File: config.mk
export PLATFORM = sky130hd
export DESIGN_NAME = ahb_slave_interface_flat
export DESIGN_NICKNAME = d
export VERILOG_FILES = /design/src/rtl/ahb_slave_interface_pkg.sv /design/src/rtl/ahb_slave_interface_if.sv /design/src/rtl/ahb_slave_interface_addr_decode.sv /design/src/rtl/ahb_slave_interface.sv /design/src/flat_wrapper.sv
export SDC_FILE = /design/constraint.sdc
export NUM_CORES = 1
export LEC_CHECK = 0
export CORE_UTILIZATION = 36
export DETAILED_ROUTE_END_ITERATION = 8
export PLACE_DENSITY_LB_ADDON = 0.15
export SYNTH_ARGS = -nofsm -noshare
export SYNTH_HDL_FRONTEND = slang
export SYNTH_SLANG_ARGS = --single-unit
File: constraint.sdc
create_clock -name Hclk -period 2 [get_ports Hclk]
set_clock_uncertainty 0.2 [all_clocks]
set_input_delay 0.5 -clock Hclk [delete_from_list [all_inputs] [get_ports Hclk]]
set_output_delay 0.5 -clock Hclk [all_outputs]
set_load 0.02 [all_outputs]
File: src/rtl/ahb_slave_interface_pkg.sv
// Shared AHB/APB bridge definitions: transfer and response encodings,
// default address map and the ERROR-response state encoding.
package ahb_apb_pkg;

    typedef enum logic [1:0] {
        HTRANS_IDLE   = 2'b00,
        HTRANS_BUSY   = 2'b01,
        HTRANS_NONSEQ = 2'b10,
        HTRANS_SEQ    = 2'b11
    } htrans_e;

    typedef enum logic [1:0] {
        HRESP_OKAY  = 2'b00,
        HRESP_ERROR = 2'b01
    } hresp_e;

    localparam logic [31:0] MAP_BASE_DEF   = 32'h8000_0000;
    localparam logic [31:0] SLAVE_SPAN_DEF = 32'h0400_0000;
    localparam int          NUM_SLAVES     = 3;

    typedef enum logic [1:0] {
        ERR_IDLE = 2'b00,
        ERR_1    = 2'b01,
        ERR_2    = 2'b10
    } err_state_e;

    // NONSEQ and SEQ both carry bit 1 set; IDLE and BUSY never do.
    function automatic logic htrans_active(input logic [1:0] htrans);
        return htrans[1];
    endfunction

endpackage

File: src/rtl/ahb_slave_interface_if.sv
// AHB slave-side bus bundle between the master, the bridge front end and the APB controller.
interface ahb_slave_interface_if #(
    parameter int ADDR_W = 32,
    parameter int DATA_W = 32
);
    logic              Hwrite;
    logic              Hreadyin;
    logic [1:0]        Htrans;
    logic [ADDR_W-1:0] Haddr;
    logic [DATA_W-1:0] Hwdata;
    logic [DATA_W-1:0] Prdata;
    logic              apb_ready;

    logic              valid;
    logic [2:0]        tempselx;
    logic [ADDR_W-1:0] Haddr1;
    logic [ADDR_W-1:0] Haddr2;
    logic [DATA_W-1:0] Hwdata1;
    logic [DATA_W-1:0] Hwdata2;
    logic              Hwritereg;
    logic              Hwritereg1;
    logic              Hreadyout;
    logic [1:0]        Hresp;
    logic [DATA_W-1:0] Hrdata;

    modport slave (
        input  Hwrite, Hreadyin, Htrans, Haddr, Hwdata, Prdata, apb_ready,
        output valid, tempselx, Haddr1, Haddr2, Hwdata1, Hwdata2,
               Hwritereg, Hwritereg1, Hreadyout, Hresp, Hrdata
    );

    modport master (
        output Hwrite, Hreadyin, Htrans, Haddr, Hwdata, Prdata, apb_ready,
        input  valid, tempselx, Haddr1, Haddr2, Hwdata1, Hwdata2,
               Hwritereg, Hwritereg1, Hreadyout, Hresp, Hrdata
    );
endinterface

File: src/rtl/ahb_slave_interface_addr_decode.sv
// Combinational Haddr -> one-hot APB slave select. Optional macro
// AHB_SLV_ALIGN_CHECK_EN makes word-misaligned addresses decode as unmapped.
module ahb_addr_decode
    import ahb_apb_pkg::*;
#(
    parameter int          ADDR_W     = 32,
    parameter logic [31:0] MAP_BASE   = MAP_BASE_DEF,
    parameter logic [31:0] SLAVE_SPAN = SLAVE_SPAN_DEF
) (
    input  logic [ADDR_W-1:0] i_haddr,
    output logic [2:0]        o_tempselx,
    output logic              o_mapped
);
    // Two guard bits keep the window limits from wrapping past the top of the address space.
    localparam int XW = ADDR_W + 2;
    localparam logic [XW-1:0] LIM0 = XW'(MAP_BASE);
    localparam logic [XW-1:0] LIM1 = LIM0 + XW'(SLAVE_SPAN);
    localparam logic [XW-1:0] LIM2 = LIM1 + XW'(SLAVE_SPAN);
    localparam logic [XW-1:0] LIM3 = LIM2 + XW'(SLAVE_SPAN);

    logic [XW-1:0] w_addr_x;
    logic          w_in0;
    logic          w_in1;
    logic          w_in2;
    logic          w_aligned;

    assign w_addr_x = {2'b00, i_haddr};
    assign w_in0    = (w_addr_x >= LIM0) && (w_addr_x < LIM1);
    assign w_in1    = (w_addr_x >= LIM1) && (w_addr_x < LIM2);
    assign w_in2    = (w_addr_x >= LIM2) && (w_addr_x < LIM3);

`ifdef AHB_SLV_ALIGN_CHECK_EN
    assign w_aligned = (i_haddr[1:0] == 2'b00);
`else
    assign w_aligned = 1'b1;
`endif

    assign o_tempselx = w_aligned ? {w_in2, w_in1, w_in0} : 3'b000;
    assign o_mapped   = |o_tempselx;

endmodule

File: src/rtl/ahb_slave_interface.sv
// AHB front end of the AHB2APB bridge: decode, address/data pipeline and
// two-cycle ERROR generation. Optional macro: AHB_SLV_ALIGN_CHECK_EN.
module ahb_slave_interface
    import ahb_apb_pkg::*;
#(
    parameter int          ADDR_W     = 32,
    parameter int          DATA_W     = 32,
    parameter logic [31:0] MAP_BASE   = MAP_BASE_DEF,
    parameter logic [31:0] SLAVE_SPAN = SLAVE_SPAN_DEF
) (
    input  logic                  Hclk,
    input  logic                  Hresetn,
    ahb_slave_interface_if.slave  bus
);
    logic [2:0]        w_tempselx;
    logic              w_mapped;
    logic              w_active;
    logic              w_err_req;
    logic              w_hreadyout;
    logic [1:0]        w_hresp;
    err_state_e        r_state;
    err_state_e        w_next;

    logic [ADDR_W-1:0] r_haddr1;
    logic [ADDR_W-1:0] r_haddr2;
    logic [DATA_W-1:0] r_hwdata1;
    logic [DATA_W-1:0] r_hwdata2;
    logic              r_hwritereg;
    logic              r_hwritereg1;

    ahb_addr_decode #(
        .ADDR_W     (ADDR_W),
        .MAP_BASE   (MAP_BASE),
        .SLAVE_SPAN (SLAVE_SPAN)
    ) u_decode (
        .i_haddr    (bus.Haddr),
        .o_tempselx (w_tempselx),
        .o_mapped   (w_mapped)
    );

    assign w_active  = bus.Hreadyin & htrans_active(bus.Htrans);
    assign w_err_req = w_active & ~w_mapped;

    // Address/data/direction pipeline, advancing only while the bus is ready.
    always_ff @(posedge Hclk or negedge Hresetn) begin
        if (!Hresetn) begin
            r_haddr1     <= '0;
            r_haddr2     <= '0;
            r_hwdata1    <= '0;
            r_hwdata2    <= '0;
            r_hwritereg  <= 1'b0;
            r_hwritereg1 <= 1'b0;
        end else if (bus.Hreadyin) begin
            r_haddr1     <= bus.Haddr;
            r_haddr2     <= r_haddr1;
            r_hwdata1    <= bus.Hwdata;
            r_hwdata2    <= r_hwdata1;
            r_hwritereg  <= bus.Hwrite;
            r_hwritereg1 <= r_hwritereg;
        end else begin
            r_haddr1     <= r_haddr1;
            r_haddr2     <= r_haddr2;
            r_hwdata1    <= r_hwdata1;
            r_hwdata2    <= r_hwdata2;
            r_hwritereg  <= r_hwritereg;
            r_hwritereg1 <= r_hwritereg1;
        end
    end

    // Error FSM state register.
    always_ff @(posedge Hclk or negedge Hresetn) begin
        if (!Hresetn) begin
            r_state <= ERR_IDLE;
        end else begin
            r_state <= w_next;
        end
    end

    // Error FSM next state and the response it drives back to the master.
    always_comb begin
        w_next      = r_state;
        w_hreadyout = 1'b1;
        w_hresp     = HRESP_OKAY;
        case (r_state)
            ERR_IDLE: begin
                w_hreadyout = bus.apb_ready;
                if (w_err_req) begin
                    w_next = ERR_1;
                end else begin
                    w_next = ERR_IDLE;
                end
            end
            ERR_1: begin
                w_hreadyout = 1'b0;
                w_hresp     = HRESP_ERROR;
                w_next      = ERR_2;
            end
            ERR_2: begin
                w_hreadyout = 1'b1;
                w_hresp     = HRESP_ERROR;
                if (w_err_req) begin
                    w_next = ERR_1;
                end else begin
                    w_next = ERR_IDLE;
                end
            end
            default: begin
                w_hreadyout = 1'b1;
                w_hresp     = HRESP_OKAY;
                w_next      = ERR_IDLE;
            end
        endcase
    end

    // The master must see a ready OKAY bus while reset is held, whatever apb_ready does.
    assign bus.Hreadyout  = Hresetn ? w_hreadyout : 1'b1;
    assign bus.Hresp      = Hresetn ? w_hresp : HRESP_OKAY;
    assign bus.valid      = w_active & w_mapped & (r_state != ERR_1);
    assign bus.tempselx   = w_tempselx;
    assign bus.Hrdata     = bus.Prdata;
    assign bus.Haddr1     = r_haddr1;
    assign bus.Haddr2     = r_haddr2;
    assign bus.Hwdata1    = r_hwdata1;
    assign bus.Hwdata2    = r_hwdata2;
    assign bus.Hwritereg  = r_hwritereg;
    assign bus.Hwritereg1 = r_hwritereg1;

endmodule

File: src/flat_wrapper.sv
// flat-port wrapper written by rule: the top's interface ports become plain ports
module ahb_slave_interface_flat import ahb_apb_pkg::*;
#(
    parameter int          ADDR_W     = 32,
    parameter int          DATA_W     = 32,
    parameter logic [31:0] MAP_BASE   = MAP_BASE_DEF,
    parameter logic [31:0] SLAVE_SPAN = SLAVE_SPAN_DEF
)
  (Hclk, Hresetn, bus_Hwrite, bus_Hreadyin, bus_Htrans, bus_Haddr, bus_Hwdata, bus_Prdata, bus_apb_ready, bus_valid, bus_tempselx, bus_Haddr1, bus_Haddr2, bus_Hwdata1, bus_Hwdata2, bus_Hwritereg, bus_Hwritereg1, bus_Hreadyout, bus_Hresp, bus_Hrdata);
  ahb_slave_interface_if #(.ADDR_W(ADDR_W), .DATA_W(DATA_W)) bus_i ();
  input  logic Hclk;
  input  logic Hresetn;
  input wire logic [$bits(bus_i.Hwrite)-1:0] bus_Hwrite;
  input wire logic [$bits(bus_i.Hreadyin)-1:0] bus_Hreadyin;
  input wire logic [$bits(bus_i.Htrans)-1:0] bus_Htrans;
  input wire logic [$bits(bus_i.Haddr)-1:0] bus_Haddr;
  input wire logic [$bits(bus_i.Hwdata)-1:0] bus_Hwdata;
  input wire logic [$bits(bus_i.Prdata)-1:0] bus_Prdata;
  input wire logic [$bits(bus_i.apb_ready)-1:0] bus_apb_ready;
  output wire logic [$bits(bus_i.valid)-1:0] bus_valid;
  output wire logic [$bits(bus_i.tempselx)-1:0] bus_tempselx;
  output wire logic [$bits(bus_i.Haddr1)-1:0] bus_Haddr1;
  output wire logic [$bits(bus_i.Haddr2)-1:0] bus_Haddr2;
  output wire logic [$bits(bus_i.Hwdata1)-1:0] bus_Hwdata1;
  output wire logic [$bits(bus_i.Hwdata2)-1:0] bus_Hwdata2;
  output wire logic [$bits(bus_i.Hwritereg)-1:0] bus_Hwritereg;
  output wire logic [$bits(bus_i.Hwritereg1)-1:0] bus_Hwritereg1;
  output wire logic [$bits(bus_i.Hreadyout)-1:0] bus_Hreadyout;
  output wire logic [$bits(bus_i.Hresp)-1:0] bus_Hresp;
  output wire logic [$bits(bus_i.Hrdata)-1:0] bus_Hrdata;
  assign bus_i.Hwrite = bus_Hwrite;
  assign bus_i.Hreadyin = bus_Hreadyin;
  assign bus_i.Htrans = bus_Htrans;
  assign bus_i.Haddr = bus_Haddr;
  assign bus_i.Hwdata = bus_Hwdata;
  assign bus_i.Prdata = bus_Prdata;
  assign bus_i.apb_ready = bus_apb_ready;
  assign bus_valid = bus_i.valid;
  assign bus_tempselx = bus_i.tempselx;
  assign bus_Haddr1 = bus_i.Haddr1;
  assign bus_Haddr2 = bus_i.Haddr2;
  assign bus_Hwdata1 = bus_i.Hwdata1;
  assign bus_Hwdata2 = bus_i.Hwdata2;
  assign bus_Hwritereg = bus_i.Hwritereg;
  assign bus_Hwritereg1 = bus_i.Hwritereg1;
  assign bus_Hreadyout = bus_i.Hreadyout;
  assign bus_Hresp = bus_i.Hresp;
  assign bus_Hrdata = bus_i.Hrdata;
  ahb_slave_interface #(.ADDR_W(ADDR_W), .DATA_W(DATA_W), .MAP_BASE(MAP_BASE), .SLAVE_SPAN(SLAVE_SPAN)) u_core (.Hclk(Hclk), .Hresetn(Hresetn), .bus(bus_i));
endmodule
# --- Word-level counts from Yosys, hierarchy flattened ---
# Index checks and enable logic that the tools add are counted.
word_totals:
  ff_bits: 132
  in_bits: 103
  out_inout_bits: 169
  word_cells: 34
op_classes:
  order_cmp: 6
  eq_ne: 3
  n_mux: 6
  bitwise_logic: 5
  n_reduce_logical: 7
op_table:
  columns: ["cell", "n"]
  rows:
  - ["$ge A32 B32 Y1 const B", 3]
  - ["$lt A32 B32 Y1 const B", 3]
  - ["$and A1 B1 Y1", 4]
  - ["$pmux W2 S2", 1]
  - ["$reduce_or A2 Y1", 2]
  - ["$logic_and A1 B1 Y1", 3]
  - ["$mux W1", 3]
  - ["$reduce_or A3 Y1", 1]
  - ["$eq A2 B1 Y1 const B", 1]
  - ["$eq A2 B2 Y1 const B", 1]
  - ["$logic_not A2 Y1", 1]
  - ["$mux W2", 1]
  - ["$ne A2 B1 Y1 const B", 1]
  - ["$pmux W1 S2", 1]
  - ["$not A1 Y1", 1]

# --- Longest topological paths before layout ---
# Gate-level depths: netlist (run 1).
depth:
  depth_word: 7
  depth_mapped: 4
  mapped_depth_nobuf: 4

# --- Hierarchy ---
# A second synthesis (run 1) with hierarchy kept.
hier_totals:
  cells_unflattened: 332
  area_unflattened_um2: 5680.4
modules_own_cells:
  columns: ["mod", "instances", "cells_per_inst", "area_per_inst_um2"]
  rows:
  - ["ahb_slave_interface", 1, 324, 5609.1]
  - ["ahb_addr_decode", 1, 8, 71.3]

# --- Worst setup path after synthesis (run 1) ---
# Ideal clock, no wire load.
synth_timing:
  kind: "input to output"
  from: "input port bus_Haddr[30]"
  to: "output port bus_valid"
  arrival_time_ns: 1.558
  t_required_ns: 1.300
  setup_slack_ns: -0.258
  cell_stages: 2
  path_buffers: 0
  path_cell_list: "or4b_4 > nor4b_2"
synth_via:
  elab_chain_len: 5
synth_lines:
  columns: ["item", "line", "text"]
  rows:
  - ["start: declaration", "flat_wrapper.sv:16", "input wire logic [$bits(bus_i.Haddr)-1:0] bus_Haddr;"]
  - ["$ge A32 B32 Y1, or another cell as far along", "ahb_slave_interface_addr_decode.sv:28", "assign w_in0 = (w_addr_x >= LIM0) && (w_addr_x < LIM1);"]
  - ["$logic_and A1 B1 Y1 (on tied branches)", "ahb_slave_interface_addr_decode.sv:28, ahb_slave_interface_addr_decode.sv:29, ahb_slave_interface_addr_decode.sv:30", null]
  - ["$reduce_or A3 Y1 (*)", "ahb_slave_interface_addr_decode.sv:39", "assign o_mapped = |o_tempselx;"]
  - ["$and A1 B1 Y1 (*) (2 in series)", "ahb_slave_interface.sv:118", "assign bus.valid = w_active & w_mapped & (r_state != ERR_1);"]
  - ["end: declaration", "flat_wrapper.sv:20", "output wire logic [$bits(bus_i.valid)-1:0] bus_valid;"]
# Every way passes the cells marked *; elsewhere a longest branch is shown, timed or not.

# --- Final worst setup path (run 1) ---
layout_timing:
  from: "input port bus_Haddr[29]"
  to: "output port bus_tempselx[0]"
layout_via:
  elab_chain_len: 2
layout_lines:
  columns: ["item", "line", "text"]
  rows:
  - ["$ge A32 B32 Y1 or $lt A32 B32 Y1 (tied branches)", "ahb_slave_interface_addr_decode.sv:28", null]
  - ["$logic_and A1 B1 Y1 (*)", "ahb_slave_interface_addr_decode.sv:28", null]
  - ["end: declaration", "flat_wrapper.sv:21", "output wire logic [$bits(bus_i.tempselx)-1:0] bus_tempselx;"]
# Marked as above.

==> results of run 1 <==
power groups by stage:
stage / registers (mW) / logic, mW / clock network, mW
6_report: 3.19 / 1.57 / 3.16
5_1_grt: 3.24 / 1.68 / 3.38
4_1_cts: 3.20 / 1.58 / 3.25
3_5_place_dp: 3.25 / 1.80 / 0
3_3_place_gp: 3.23 / 1.79 / 0
2_1_floorplan: 3.64 / 0.495 / 0
logic make-up after synthesis:
group	count (synthesis)	synth area share, %
DFF	132	62.5
muxes	130	27.7
buffers and inverters	53	6.67
and+or+nand+nor	12	1.66
adders and majority gates	5	1.18
AOI/OAI and AO/OA	2	0.260
other	1	0.0709
timing repair:
item,CTS,global route
setup buffers,4,3
endpoints found under the setup margin,136,6
pin swaps,3,0
gates resized for setup,189,2
hold buffers,1,0
hold endpoints to repair,13,0
worst max-delay path, cell delays in order:
cell    delay, ns
buf_6        0.09
or4b_4       0.58
buf_4        0.17
nor3_4       0.14
buf_6        0.14
sequential cells by signal, summed over array words and instances, names as in the netlist:
register               cells
u_core.bus.Hwdata2        32
u_core.bus.Hwdata1        32
u_core.bus.Haddr2         32
u_core.bus.Hwritereg1      1
u_core.r_state             2
u_core.bus.Hwritereg       1
u_core.bus.Haddr1         32
area by class of cell:
type / count / area share (%)
Timing Repair Buffer: 226 / 26.0
Clock inverter: 8 / 1.56
Tap cell: 180 / 2.86
Inverter: 2 / 0.0954
Clock buffer: 24 / 6.25
Multi-Input combinational cell: 150 / 21.3
Sequential cell: 132 / 42.0
layer usage:
layer / routed length [microns] / vias up / share of wire [%]
met1: 4460 / 1651 / 39
met2: 5490 / 139 / 48
met4: 184 / 0 / 1.6
met3: 1290 / 25 / 11
met5: 0 / - / 0
li1: - / 1523 / -
layout by cell type (no fill, tap or decap):
cell	instances
inv_2	2
clkbuf_16	17
dlygate4sd3_1	1
nor2_1	1
and2_4	1
clkbuf_1	3
ha_1	3
clkinv_2	2
conb_1	1
ha_4	1
buf_12	2
nor3b_1	1
clkbuf_8	4
buf_6	3
mux2_2	130
a2111oi_0	1
ha_2	1
nor3_4	1
buf_4	23
nor2b_1	2
dfrtp_1	132
buf_2	4
dlygate4sd2_1	130
nor4b_4	1
bufinv_16	3
clkinvlp_4	3
or4b_4	1
nor4b_1	1
nor3b_2	1
clkdlybuf4s50_1	63
o21ai_1	1
nand2_1	2
worst paths after layout:
| check | start | endpoint | depth (start not counted) | slack [ns] |
|---|---|---|---|---|
| worst max-delay path | bus_Haddr[29] | bus_tempselx[0] | 5 | -0.33 |
| worst min-delay path | bus_Haddr[31] | u_core.bus.Haddr1[31]$_DFFE_PN0P_ | 2 | 0.16 |
| worst max register to register | u_core.r_state[0]$_DFF_PN0_ | u_core.r_state[0]$_DFF_PN0_ | 5 | 0.32 |
| worst min register to register | u_core.bus.Hwdata2[1]$_DFFE_PN0P_ | u_core.bus.Hwdata2[1]$_DFFE_PN0P_ | 1 | 0.30 |
| max in group asynchronous | Hresetn | u_core.bus.Hwdata1[23]$_DFFE_PN0P_ | 4 | 0.25 |
| min in group asynchronous | Hresetn | u_core.bus.Hwdata2[1]$_DFFE_PN0P_ | 3 | 0.39 |
==> impl_metrics.toml, run 1 <==
[synth]
synthCells = 335
synth-seq-cells = 132
avgSynthCellArea_sq_um = 15.8
ys_async_sr_fraction_pct = 100
synth_fp_nets = 443
synthTopCellsByArea = "dfrtp_1 62%, mux2_2 28%, buf_4 5.1%"
ys_seq_area_share_pct = 62.5
yosysMostFrequentCell = "dfrtp_1"
synthTopCellsByCount = "132 x dfrtp_1, 130 x mux2_2, 36 x buf_4"
yosys.area.top_type_share_pct = 62.5
netlist_area_sq_um = 5290
yosysTopAreaCell = "dfrtp_1"
synth-main-ff-cell = "dfrtp_1"
ys_types = 18
synth-edff-count = 0
yosysWarnings = 0

[cells_and_area]
fin_cells = 722
antenna_cells = 0
layout-drive-gt1-share_pct = 36.9
syn_to_final_growth_pct = 48.8
fillers = 1196
final_cell_area_sq_um = 7870
fin_nets = 637
multiInputGateArea_sq_um = 1670
seqCellArea_sq_um = 3300
fin_util_pct = 55.8

[floorplanning]
initial_utilization_pct = 37.5
rows = 43
coreArea_sq_um = 14100
fp.dieH_microns = 123
die_w_microns = 123
ios = 272
die_area_sq_um = 15200

[pwr]
finalPower_mw = 7.92
p_int_mw = 5.85
pwr-share-seq_pct = 40.3
netSwitchingFraction_pct = 26.1
p_sw_mw = 2.07
power.leakage_nw = 3.55
powerDensity_nw_per_um2 = 1010
ir_drop_mv = 0.754
combPwrFrac_pct = 19.8
power_frac_clock_pct = 39.9

[hold_path]
hp-class = "in2reg"

[clocking]
cts.sinks = 132
numCtsBuffers = 17
clockRootBuffer = "clkbuf_16"
clkTransAtPathRegs_ns = 0.05
insertion_delay_ns = 0.40
cts_tree = "done"
cts.path.max_buffers = 2
h-tree-depth = 4

[route]
dr.pass1.iters = 3
routedWlPerCell_microns = 15.8
detail_route.iter0.violations = 85
drc_errors = 0
ant_nets = 0
wirelength_microns = 11400
num_vias = 3338
avgViaCountPerCell = 4.62

[timing]
drv_slew = 0
hold-worst-slack_ns = 0.160
tightest_slew_ns = 0.719
min_period_ns = 2.33
fin_setup_tns_ns = -1.33
period_share_pct = 116
max-slew-margin-rel_pct = 52.0
finalHoldViolations = 0
fin_ws_ns = -0.326
fmax_mhz = 430
setup_viol = 6
rsz0062_at_grt = "yes"

[grt]
grtUsageMet2_pct = 24.8
busiest_layer = "met2"
overflow = 0
grt_use_met3_pct = 8.67
grtUsageMet1_pct = 17.9
grt_use_total_pct = 15.7
grt_pass1_vias = 3571
antenna_found_initial = 0
grt_first_pass_wirelength_microns = 17800
grt_max_degree = 80

[critical_path]
worst_setup_path_start_kind = "input port"
path_class = "in2out"
cp.required_ns = 1.30
worst_setup_path_end_kind = "output pin"
cp_max_fo = 4
arrival_ns = 1.63

[status]
violations = "setup timing"
status = "finished, violations left"

[placed_design]
hpwl_microns = 7880
pre_cts_slack_ns = -1.08
dpl_cell_area_sq_um = 7350
dp.cells = 682
place.gp.congestion = 0.684
port_buffers = 205

[flow_run]
cap_viol_max_count = 0
No activity file was read; power rests on OpenSTA's default activity.
==> run 2, diff against run 1 <==
- ABC_CLOCK_PERIOD_IN_PS: unset -> 2000
==> results of run 2 <==
Final layout, timing and power as in run 1 (identical DEF).
==> run 3, diff against run 2 <==
- CORE_MARGIN: unset -> 2
- CTS_CLUSTER_SIZE: unset -> 40
==> run 3 against run 2 <==
The run still ends with setup timing left. Total power is 2.3% lower. Count of clock-buffer cells in the layout stayed put. Sequential power is essentially flat. Largest cell class unchanged. Fmax is 0.82% higher. Die area up 3.3%. Highest routed layer unchanged.
==> impl_metrics.toml, run 3 (synthesis gave the netlist of run 1 again) <==
[pwr]
ir_drop_mv = 0.475
power_frac_clock_pct = 38.5
powerDensity_nw_per_um2 = 985
combPwrFrac_pct = 20.3
p_sw_mw = 2.03
netSwitchingFraction_pct = 26.3
power.leakage_nw = 3.55
p_int_mw = 5.70
pwr-share-seq_pct = 41.2

[status]
status = "finished, violations left"
violations = "setup timing"

[cells_and_area]
multiInputGateArea_sq_um = 1690
fillers = 1264
mostFrequentLayoutCells = "131 x dfrtp_1, 130 x mux2_2, 130 x dlygate4sd2_1"
seqCellArea_sq_um = 3300
syn_to_final_growth_pct = 48.5
fin_nets = 639
antenna_cells = 0
final_common_cell = "dfrtp_1"
fin_util_pct = 54.4
layout-drive-gt1-share_pct = 37.5

[grt]
grt_use_total_pct = 15.1
antenna_found_initial = 0
grt_first_pass_wirelength_microns = 18600
overflow = 0
grt_max_degree = 94
grt_pass1_vias = 3426

[critical_path]
arrival_ns = 1.61
worst_setup_path_end_kind = "output pin"
cp.required_ns = 1.30
path_class = "in2out"
worst_setup_path_start_kind = "input port"
cp_max_fo = 4

[route]
ant_nets = 0
num_vias = 3313
drc_errors = 0
detail_route.iter0.violations = 117
dr.pass1.iters = 3
avgViaCountPerCell = 4.57
wirelength_microns = 11600
routedWlPerCell_microns = 16.0

[clocking]
h-tree-depth = 4
cts.sinks = 132
cts.path.max_buffers = 2
clockRootBuffer = "clkbuf_16"
cts_tree = "done"
numCtsBuffers = 17
insertion_delay_ns = 0.40
clkTransAtPathRegs_ns = 0.05

[timing]
period_share_pct = 115
fin_setup_tns_ns = -1.29
fin_ws_ns = -0.307
rsz0062_at_grt = "yes"
tightest_slew_ns = 0.636
max-slew-margin-rel_pct = 57.6
finalHoldViolations = 0
drv_slew = 0
min_period_ns = 2.31
setup_viol = 6
fmax_mhz = 434

[floorplanning]
initial_utilization_pct = 36.7
coreArea_sq_um = 14400
ios = 272
fp.dieH_microns = 125
die_area_sq_um = 15700
die_w_microns = 125
rows = 44

[hold_path]
hp-class = "in2async"

[placed_design]
hpwl_microns = 8240
place.gp.congestion = 0.757
port_buffers = 205

[flow_run]
cap_viol_max_count = 0
[run 3: final cells by class]
class | count | area share, %
flip-flops and latches | 132 | 42.1
repair buffers | 228 | 26.1
clock buffers | 24 | 6.26
clock inverters | 5 | 0.956
inverters | 2 | 0.0956
well taps | 184 | 2.93
multi-input cells | 150 | 21.5
[run 3: what timing repair did]
item	4_1_cts	5_1_grt
setup endpoints to repair	136	6
hold buffers	1	0
endpoints found under the hold margin	36	0
setup buffers	4	3
resized for setup	191	6
pin swaps	5	3
[run 3: metal layers]
layer	part of all wire, %	GRT usage, %
met1	41	17.6
met2	47	23.7
met3	10	7.23
met4	2.0	7.19
met5	0	0
[run 3: power by group through the flow]
stage	combinational, mW	sequential [mW]	clock [mW]
floorplan	0.495	3.64	0
global placement	1.79	3.23	0
detailed placement	1.81	3.25	0
CTS	1.59	3.19	3.06
global route	1.68	3.24	3.19
finish	1.57	3.18	2.98
[run 3: stage by stage]
stage	cell area [sq um]	std cells	hold WS, ns	total power [mW]	worst slack, ns
floorplan	5300	335	0.00441	4.14	-0.117
global placement	7350	688	0.289	5.02	-1.05
detailed placement	7350	688	0.294	5.05	-1.09
CTS	7810	722	0.128	7.84	-0.315
global route	7850	725	0.145	8.11	-0.363
finish	7850	725	0.119	7.74	-0.307
[run 3: final timing paths]
path | start | endpoint | slack (ns) | cells after the start
setup / recovery | bus_Haddr[28] | bus_valid | -0.31 | 4
hold / removal | Hresetn | u_core.bus.Hwritereg$_DFFE_PN0P_ | 0.12 | 3
setup reg to reg | u_core.r_state[0]$_DFF_PN0_ | u_core.r_state[0]$_DFF_PN0_ | 0.30 | 6
hold reg to reg | u_core.bus.Haddr2[29]$_DFFE_PN0P_ | u_core.bus.Haddr2[29]$_DFFE_PN0P_ | 0.30 | 1
max in group asynchronous | Hresetn | u_core.bus.Hwdata1[14]$_DFFE_PN0P_ | 0.73 | 3
min in group Hclk | bus_Haddr[31] | u_core.bus.Haddr1[31]$_DFFE_PN0P_ | 0.16 | 2
[run 3: critical path, cell delays in order]
cell	delay [ns]
buf_6	0.09
or4b_4	0.58
nor4b_4	0.26
buf_4	0.17
